===== src/rtl/pwm_duty_controller.sv =====
// Button-driven duty controller: synchronises and debounces up/down keys, auto-repeats while held,
// and stages a saturating duty value that reaches the PWM generator only at a period boundary.
module pwm_duty_controller #(
    parameter int DUTY_W       = 8,
    parameter int DUTY_RST     = 128,
    parameter int DEB_CYCLES   = 16,
    parameter int REPEAT_DELAY = 256,
    parameter int REPEAT_RATE  = 32
) (
    input  logic              clk,
    input  logic              rst,
    input  logic              ena,
    input  logic              xu,
    input  logic              xd,
    input  logic [2:0]        conf,
    input  logic              period_end,
    output logic [DUTY_W-1:0] duty,
    output logic              pending,
    output logic              at_max,
    output logic              at_min
);

    localparam int DEB_W   = $clog2(DEB_CYCLES + 1);
    localparam int RPT_MAX = (REPEAT_DELAY > REPEAT_RATE) ? REPEAT_DELAY : REPEAT_RATE;
    localparam int RPT_W   = $clog2(RPT_MAX + 1);

    localparam logic [DUTY_W-1:0] DUTY_MAX   = '1;
    localparam logic [DUTY_W-1:0] DUTY_INIT  = DUTY_W'(DUTY_RST);
    localparam logic [DEB_W-1:0]  DEB_LAST   = DEB_W'(DEB_CYCLES - 1);
    localparam logic [RPT_W-1:0]  DELAY_LOAD = RPT_W'(REPEAT_DELAY);
    localparam logic [RPT_W-1:0]  RATE_LOAD  = RPT_W'(REPEAT_RATE - 1);

    typedef enum logic [1:0] {S_IDLE, S_FIRST, S_HOLD, S_REPEAT} state_e;
    typedef logic [DUTY_W:0] ext_t;

    // Bit 0 carries the up key, bit 1 the down key.
    logic [1:0]       meta_q, sync_q, level_q, level_d;
    logic [DEB_W-1:0] deb_cnt_q [2];
    logic [DEB_W-1:0] deb_cnt_d [2];

    state_e           state_q, state_d;
    logic             dir_q, dir_d;
    logic [RPT_W-1:0] rpt_cnt_q, rpt_cnt_d;
    logic             step, abort;

    logic [DUTY_W-1:0] shadow_q, shadow_d, duty_q, duty_d, stepped;
    logic              pending_q, pending_d, at_max_q, at_max_d, at_min_q, at_min_d;
    ext_t              step_amt, sum, diff;

    // NOTE: every flop, including the debounce counter array, sits on the async reset so
    // the block leaves reset in a known state without needing a clock.
    always_ff @(posedge clk or posedge rst) begin
        if (rst) begin
            meta_q    <= '0;
            sync_q    <= '0;
            level_q   <= '0;
            deb_cnt_q <= '{default: '0};
        end else begin
            // NOTE: non-blocking assignments make meta_q -> sync_q a genuine two-stage chain.
            meta_q    <= {xd, xu};
            sync_q    <= meta_q;
            level_q   <= level_d;
            deb_cnt_q <= deb_cnt_d;
        end
    end

    always_comb begin
        // NOTE: defaults up front guarantee every path assigns, so no latches are inferred.
        level_d   = level_q;
        deb_cnt_d = deb_cnt_q;
        for (int i = 0; i < 2; i++) begin
            if (sync_q[i] == level_q[i]) begin
                deb_cnt_d[i] = '0;
            end else if (deb_cnt_q[i] == DEB_LAST) begin
                deb_cnt_d[i] = '0;
                level_d[i]   = ~level_q[i];
            end else begin
                deb_cnt_d[i] = deb_cnt_q[i] + DEB_W'(1);
            end
        end
    end

    always_ff @(posedge clk or posedge rst) begin
        if (rst) begin
            state_q   <= S_IDLE;
            dir_q     <= 1'b0;
            rpt_cnt_q <= '0;
        end else begin
            state_q   <= state_d;
            dir_q     <= dir_d;
            rpt_cnt_q <= rpt_cnt_d;
        end
    end

    assign abort = ~ena | (dir_q ? (~level_q[0] | level_q[1]) : (~level_q[1] | level_q[0]));

    always_comb begin
        state_d = state_q;
        case (state_q)
            S_IDLE:   if (ena && (level_q[0] ^ level_q[1])) state_d = S_FIRST;
            S_FIRST:  state_d = S_HOLD;
            S_HOLD:   if (abort) state_d = S_IDLE;
                      else if (rpt_cnt_q == RPT_W'(1)) state_d = S_REPEAT;
            S_REPEAT: if (abort) state_d = S_IDLE;
            default:  state_d = S_IDLE;
        endcase
    end

    // HOLD runs the counter down to zero; REPEAT then steps whenever it sits at zero.
    always_comb begin
        step      = 1'b0;
        dir_d     = dir_q;
        rpt_cnt_d = rpt_cnt_q;
        case (state_q)
            S_IDLE:  dir_d = level_q[0];
            S_FIRST: begin
                step      = 1'b1;
                rpt_cnt_d = DELAY_LOAD;
            end
            S_HOLD:  if (!abort) rpt_cnt_d = rpt_cnt_q - RPT_W'(1);
            S_REPEAT: begin
                if (!abort) begin
                    if (rpt_cnt_q == '0) begin
                        step      = 1'b1;
                        rpt_cnt_d = RATE_LOAD;
                    end else begin
                        rpt_cnt_d = rpt_cnt_q - RPT_W'(1);
                    end
                end
            end
            default: ;
        endcase
    end

    always_comb begin
        if (int'(conf) > DUTY_W - 1) step_amt = ext_t'(1) << (DUTY_W - 1);
        else                         step_amt = ext_t'(1) << conf;
        sum  = {1'b0, shadow_q} + step_amt;
        diff = {1'b0, shadow_q} - step_amt;
        if (dir_q) stepped = sum[DUTY_W]  ? DUTY_MAX : sum[DUTY_W-1:0];
        else       stepped = diff[DUTY_W] ? '0       : diff[DUTY_W-1:0];
    end

    // A transfer publishes the pre-edge shadow; a simultaneous step re-arms pending.
    always_comb begin
        shadow_d  = shadow_q;
        duty_d    = duty_q;
        pending_d = pending_q;
        if (period_end && pending_q) begin
            duty_d    = shadow_q;
            pending_d = 1'b0;
        end
        if (step && (stepped != shadow_q)) begin
            shadow_d  = stepped;
            pending_d = 1'b1;
        end
        at_max_d = (shadow_d == DUTY_MAX);
        at_min_d = (shadow_d == '0);
    end

    always_ff @(posedge clk or posedge rst) begin
        if (rst) begin
            shadow_q  <= DUTY_INIT;
            duty_q    <= DUTY_INIT;
            pending_q <= 1'b0;
            at_max_q  <= (DUTY_INIT == DUTY_MAX);
            at_min_q  <= (DUTY_INIT == '0);
        end else begin
            shadow_q  <= shadow_d;
            duty_q    <= duty_d;
            pending_q <= pending_d;
            at_max_q  <= at_max_d;
            at_min_q  <= at_min_d;
        end
    end

    assign duty    = duty_q;
    assign pending = pending_q;
    assign at_max  = at_max_q;
    assign at_min  = at_min_q;

endmodule


===== config.mk =====
export PLATFORM = sky130hd
export DESIGN_NAME = pwm_duty_controller
export DESIGN_NICKNAME = d
export VERILOG_FILES = /design/src/rtl/pwm_duty_controller.sv
export SDC_FILE = /design/constraint.sdc
export NUM_CORES = 1
export LEC_CHECK = 0
export CAP_MARGIN = 20
export CORE_ASPECT_RATIO = 1.75
export CORE_MARGIN = 3
export CORE_UTILIZATION = 34
export CTS_BUF_LIST = sky130_fd_sc_hd__clkbuf_8
export DETAILED_ROUTE_END_ITERATION = 10
export GPL_TIMING_DRIVEN = 0
export PLACE_DENSITY = 0.57
export SLEW_MARGIN = 0
export SYNTH_ARGS = -nofsm -noshare
export SYNTH_HDL_FRONTEND = slang
export SYNTH_SLANG_ARGS = --single-unit
export TNS_END_PERCENT = 20

===== constraint.sdc =====
create_clock -name clk -period 3.63 [get_ports clk]
set_input_delay 0.726 -clock clk [delete_from_list [all_inputs] [get_ports clk]]
set_output_delay 0.726 -clock clk [all_outputs]
set_load 0.02 [all_outputs]

After elaboration in Yosys (flattened, before gate mapping)
Index checks and enable logic that the tools add are counted.
{ "word_totals": {"reg_bits": 47, "inputBits": 9, "out_inout_bits": 11} }
{ "classes": {"addsub": 5, "n_eq_ne": 15, "n_shift": 1, "n_mux": 23, "bitwise": 9, "reduce_logical": 12} }
{ "op_table": {"columns": ["cell", "count"], "rows": [
  ["$mux 8", 4],
  ["$mux 9", 3],
  ["$pmux 9 s3", 1],
  ["$mux 5", 4],
  ["$add 5x1->5 const B", 2],
  ["$eq 5x4->1 const B", 2],
  ["$add 8x9->9", 1],
  ["$eq 9x1->1 const B", 1],
  ["$logic_not 9->1", 1],
  ["$shl 1x3->9 const A", 1],
  ["$sub 8x9->9", 1],
  ["$sub 9x1->9 const B", 1],
  ["$eq 8x8->1 const B", 1],
  ["$logic_not 8->1", 1],
  ["$mux 2", 4],
  ["$ne 2x2->1 const B", 4],
  ["$ne 8x8->1", 1],
  ["$pmux 2 s4", 1],
  ["$reduce_and 3->1", 2],
  ["$mux 1", 5],
  ["$not 1->1", 5],
  ["$eq 2x2->1 const B", 2],
  ["$reduce_and 2->1", 2],
  ["$logic_and 1x1->1", 3],
  ["other kinds (9)", 12]
]} }

Longest topological paths before layout
{ "depth": {"ltp_word": 9, "ltp_mapped": 14, "mapped_depth_nobuf": 13} }

Worst setup path after synthesis
OpenSTA, ideal clock, no wires.
{ "synth_path": {"path_kind": "input to register", "startpoint": "in conf[0]", "endpoint": "reg shadow_q[6]", "setup_time_ns": 0.125, "arrival_ns": 3.584, "required_ns": 3.505, "setup_slack_ns": -0.079, "cell_stages": 11, "path_buffers": 0, "cell_sequence": "or3b_2 > ha_1 > nor2b_1 > a2111oi_1 > o22ai_2 > xnor2_1 > nor3b_2 > a2111oi_4 > o221a_2 > a31oi_4 > mux2_4"} }
{ "synth_via": {"elab_chain_len": 7, "elab_cells_between_ends": 9, "classes_between": "2 x add/sub; 1 x eq/ne; 1 x shift; 4 x mux; 1 x reduce/logical"} }
{ "synth_lines": {"columns": ["item", "line_no", "source"], "rows": [
  ["from (decl)", "15", "input logic [2:0] conf,"],
  ["$shl 1x3->9 *", "137", "else step_amt = ext_t'(1) << conf;"],
  ["$sub 8x9->9 or $add 8x9->9 (tied branches)", "139, 138", null],
  ["$mux 8 (on tied branches)", "141, 140", null],
  ["$mux 8 *", "140", "if (dir_q) stepped = sum[DUTY_W] ? DUTY_MAX : sum[DUTY_W-1:0];"],
  ["$ne 8x8->1", "153", "if (step && (stepped != shadow_q)) begin"],
  ["$logic_and 1x1->1", "153", null],
  ["$mux 8 *", "153", null],
  ["via shadow_d[6]", "46", "logic [DUTY_W-1:0] shadow_q, shadow_d, duty_q, duty_d, stepped;"],
  ["to (signal assigned)", "169", "shadow_q <= shadow_d;"],
  ["to (decl)", "46", null]
]} }
The timed path passes the listed nets; every way through them passes the cells marked *.
A chain may end at the register's enable or synchronous reset.

Final worst setup path
{ "layout_path": {"startpoint": "in conf[2]", "endpoint": "reg shadow_q[0]"} }
The elaborated chain is that of the path after synthesis.

==> summary.md <==
| Metric | Value |
|---|---|
| Worst R2R Setup Slack | `0.21 ns` |
| Arrival time at the worst endpoint | `3.76 ns` |
| Leakage | `1.831 nW` |
| Gate count after technology mapping | `362` |
| Number of fillers in the final layout | `971` |
| H-tree lvl count | `2` |
| Least setup slack across all paths after layout | `0.08498 ns` |
| Share of post-route cells with drive strength above 1 | `0.1747` |
| Total routed wirelength | `8.080 mm` |
| Most frequent cells after synthesis | `45 x sky130_fd_sc_hd__dfrtp_1, 30 x sky130_fd_sc_hd__nand2_1, 28 x sky130_fd_sc_hd__inv_1, 27 x sky130_fd_sc_hd__nor2_1, 25 x sky130_fd_sc_hd__ha_1` |
| CTS tree | `built` |
| Cell with the most instances after synthesis | `sky130_fd_sc_hd__dfrtp_1` |
| Post-route fraction of the period consumed by the critical path | `0.9766` |
| Layout Cells excl Fill | `517` |
| Clock-pin slew on the worst setup and hold paths | `0.09 ns` |
| Synth top area cells | `sky130_fd_sc_hd__dfrtp_1 33%, sky130_fd_sc_hd__ha_1 9.2%, sky130_fd_sc_hd__o21ai_0 3.4%, sky130_fd_sc_hd__nand2_1 3.3%, sky130_fd_sc_hd__inv_1 3.1%` |
| Input/output buffers | `19` |
| Via count of the first global-routing pass | `2730` |
| IO Count | `20` |
| Setup repair after global routing missed its margin | `no` |
| Global route overflow | `0` |
| Required time at the worst-slack endpoint | `3.84 ns` |
| Starting density of the core | `0.3533` |
| Crit start category | `primary input` |
| Final estimated routing congestion in global placement | `0.9046` |
| Avg Cell Area, Syn | `9.412 um^2` |
| Post-synth design cell area | `0.003407 mm^2` |
| Category of the most critical setup path | `in -> reg` |
| Die width | `81.67 um` |
| Power per Cell Area | `694.8 mW/mm^2` |
| Die height | `138.4 um` |
| First-pass GRT wire length | `13.32 mm` |
| Worst setup slack after placement | `-1.043 ns` |
| Area of all placed cells without fillers | `0.004068 mm^2` |
| Clock Root Buffer | `sky130_fd_sc_hd__clkbuf_8` |
| Status | `finished, final reports clean` |
| All-Layer GR Usage | `0.1531` |
| Overall die area | `0.01131 mm^2` |
| Proportion of synthesized chip area in sequential cells | `0.3459` |
| Net Count, Synth | `398` |
| Clock sink count | `47` |
| Highest clock rate | `0.2821 GHz` |
| Diode insertion count for antenna repair | `0` |
| Least-Margin Pin Slew | `0.5361 ns` |
| Post-route minimum period | `3.545 ns` |
| Area grow syn2layout | `19.39%` |
| Insertion delay to the later sink of the worst-skew pair | `0.32 ns` |
| Final Util | `0.4218` |
| #FFs+latches synth | `47` |
| Final net count | `430` |
| Final hold slack | `0.3611 ns` |
| Post-route DRC violation count | `0` |
| Worst IR Drop VDD | `301.7 uV` |
| Reported max-cap violation count | `0` |
| Total negative slack for setup checks | `0 ns` |
| Post-DP HPWL | `6.445 mm` |
| Initial antenna violation count | `0` |
| Setup violation total in the final timing report | `0` |
| Type of destination of the critical path | `flop` |
| Worst reg2reg path startpoint | `shadow_q[0]` |
| Critical register-to-register path endpoint | `shadow_q[0]` |
| HP Class | `reg -> reg` |
| Dominant cell type by area after synthesis | `sky130_fd_sc_hd__dfrtp_1` |
| Worst slew margin | `0.6376` |
| Average wire length per cell after detail routing | `15.63 um` |
| Synth top area share | `0.3305` |
| Synthesis Warnings | `0` |
| Area after detailed placement | `0.003779 mm^2` |
| Area of the core | `0.009644 mm^2` |
| TritonRoute pass-1 iters | `4` |
| Clock Path Buffers | `2` |
| Most frequently used flop master after synthesis | `sky130_fd_sc_hd__dfrtp_1` |
| Clock buffer count from CTS | `5` |
| Worst Reg2Reg Path Length in Cells | `12` |
| Count of flip-flops with a built-in enable after synthesis | `0` |
| Floorplan row count | `47` |
| Post-synthesis cell type count | `69` |
| Post-placement cell count | `504` |
| Ratio of routed vias to standard cells | `5.257` |
| Number of slew-limit violations in the final report | `0` |
| Proportion of synthesized flip-flops having asynchronous set or reset | `1.000` |
| Power after layout | `2.826 mW` |
| Total number of vias | `2718` |
| Maximum clock skew at final layout | `0.01028 ns` |
| Max Fanout on Critical Path | `8` |
| Maximum number of pins on one net before global-route repair | `40` |
| Number of endpoints with negative hold slack in the final report | `0` |
| Iteration-0 DRC count of the detailed router | `100` |
| Endpoint of the worst setup timing path | `shadow_q[0]` |
| Critical path launch point | `conf[2]` |
| Remaining antenna violation count after routing | `0` |
| Post-cts hold buffer count | `0` |
## layout by cell type (no fill, tap or decap), types with 4 or more instances in the layout
cell type                          n
sky130_fd_sc_hd__ha_1             22
sky130_fd_sc_hd__mux2_4            4
sky130_fd_sc_hd__mux2_2            5
sky130_fd_sc_hd__nor4_1            4
sky130_fd_sc_hd__nand3_1          13
sky130_fd_sc_hd__o21ai_0          22
sky130_fd_sc_hd__nor2b_1           4
sky130_fd_sc_hd__o211ai_1          4
sky130_fd_sc_hd__and3_1            5
sky130_fd_sc_hd__nor3_1            7
sky130_fd_sc_hd__buf_6             5
sky130_fd_sc_hd__nand2_1          30
sky130_fd_sc_hd__o31ai_1           4
sky130_fd_sc_hd__mux2i_1           5
sky130_fd_sc_hd__xnor2_1          10
sky130_fd_sc_hd__a2111oi_4         4
sky130_fd_sc_hd__clkdlybuf4s50_1  16
sky130_fd_sc_hd__clkbuf_8          6
sky130_fd_sc_hd__nand3b_1          6
sky130_fd_sc_hd__a21o_1            7
sky130_fd_sc_hd__and2_1            5
sky130_fd_sc_hd__xor2_1           10
sky130_fd_sc_hd__dfrtp_1          45
sky130_fd_sc_hd__nor2_1           27
sky130_fd_sc_hd__nand2b_1          4
sky130_fd_sc_hd__a21oi_1          14
sky130_fd_sc_hd__inv_1            27
sky130_fd_sc_hd__buf_4             5
## power by group
group | total, mW | switching (mW) | internal, mW
sequential | 0.794 | 0.154 | 0.640
clock | 0.340 | 0.184 | 0.155
combinational | 1.69 | 0.924 | 0.769
## how the worst min path moves through the flow
stage,startpoint,slack [ns],depth (start not counted),endpoint
CTS,meta_q[1],0.36,0,sync_q[1]
finish,meta_q[1],0.36,0,sync_q[1]
floorplan,meta_q[0],0.33,0,sync_q[0]
global placement,meta_q[1],0.34,0,sync_q[1]
global route,meta_q[1],0.37,0,sync_q[1]
detailed placement,meta_q[1],0.34,0,sync_q[1]
## area by class of cell
class | instances | area (um^2) | area share
clock buffer | 6 | 82.58 | 0.02030
sequential | 47 | 1179 | 0.2898
buffer | 8 | 47.55 | 0.01169
multi-input combinational | 279 | 2230 | 0.5481
clock inverter | 2 | 16.27 | 0.003999
tap | 122 | 152.6 | 0.03753
timing repair buffer | 25 | 255.2 | 0.06275
inverter | 28 | 105.1 | 0.02584
## worst max-delay path, stage by stage
cell                       delay [ns]
sky130_fd_sc_hd__buf_6           0.11
sky130_fd_sc_hd__or3b_4          0.41
sky130_fd_sc_hd__ha_4            0.16
sky130_fd_sc_hd__or2_1           0.23
sky130_fd_sc_hd__o211ai_1        0.37
sky130_fd_sc_hd__or4b_4          0.54
sky130_fd_sc_hd__o311ai_4        0.12
sky130_fd_sc_hd__mux2i_1         0.24
sky130_fd_sc_hd__o21ai_1         0.10
sky130_fd_sc_hd__nor3_2          0.22
sky130_fd_sc_hd__a31oi_4         0.19
sky130_fd_sc_hd__mux2_4          0.33
## flip-flops by register name, indices dropped and copies added, names as in the netlist, 2 cells and up
| signal | flops |
|---|---|
| deb_cnt_q | 10 |
| duty | 8 |
| level_q | 2 |
| meta_q | 2 |
| rpt_cnt_q | 9 |
| shadow_q | 8 |
| state_q | 2 |
| sync_q | 2 |
## what timing repair did
item                                    in CTS  in global routing
buffers inserted                             3                  2
pin swaps                                    6                  8
endpoints found under the hold margin        0                  0
gates resized for setup                     37                 13
endpoints found under the setup margin       9                  7
## cell families after synthesis
kind of cell | Yosys count | synth area share
XOR/XNOR | 21 | 0.05398
multiplexers | 14 | 0.04884
adder cells (fa/ha/maj) | 27 | 0.1036
AND/OR/NAND/NOR | 134 | 0.2130
buffers and inverters | 36 | 0.04333
flip-flops | 47 | 0.3459
AO/OA/AOI/OAI | 83 | 0.1913
## per-layer routing
layer	GRT usage	routed length, um	up-vias
met1	0.1508	2875	1303
met4	0.07356	289	0
met5	0	0	-
met2	0.2958	4740	47
met3	0.02083	175	17
li1	-	-	1351
No activity file was read; power rests on OpenSTA's default activity.
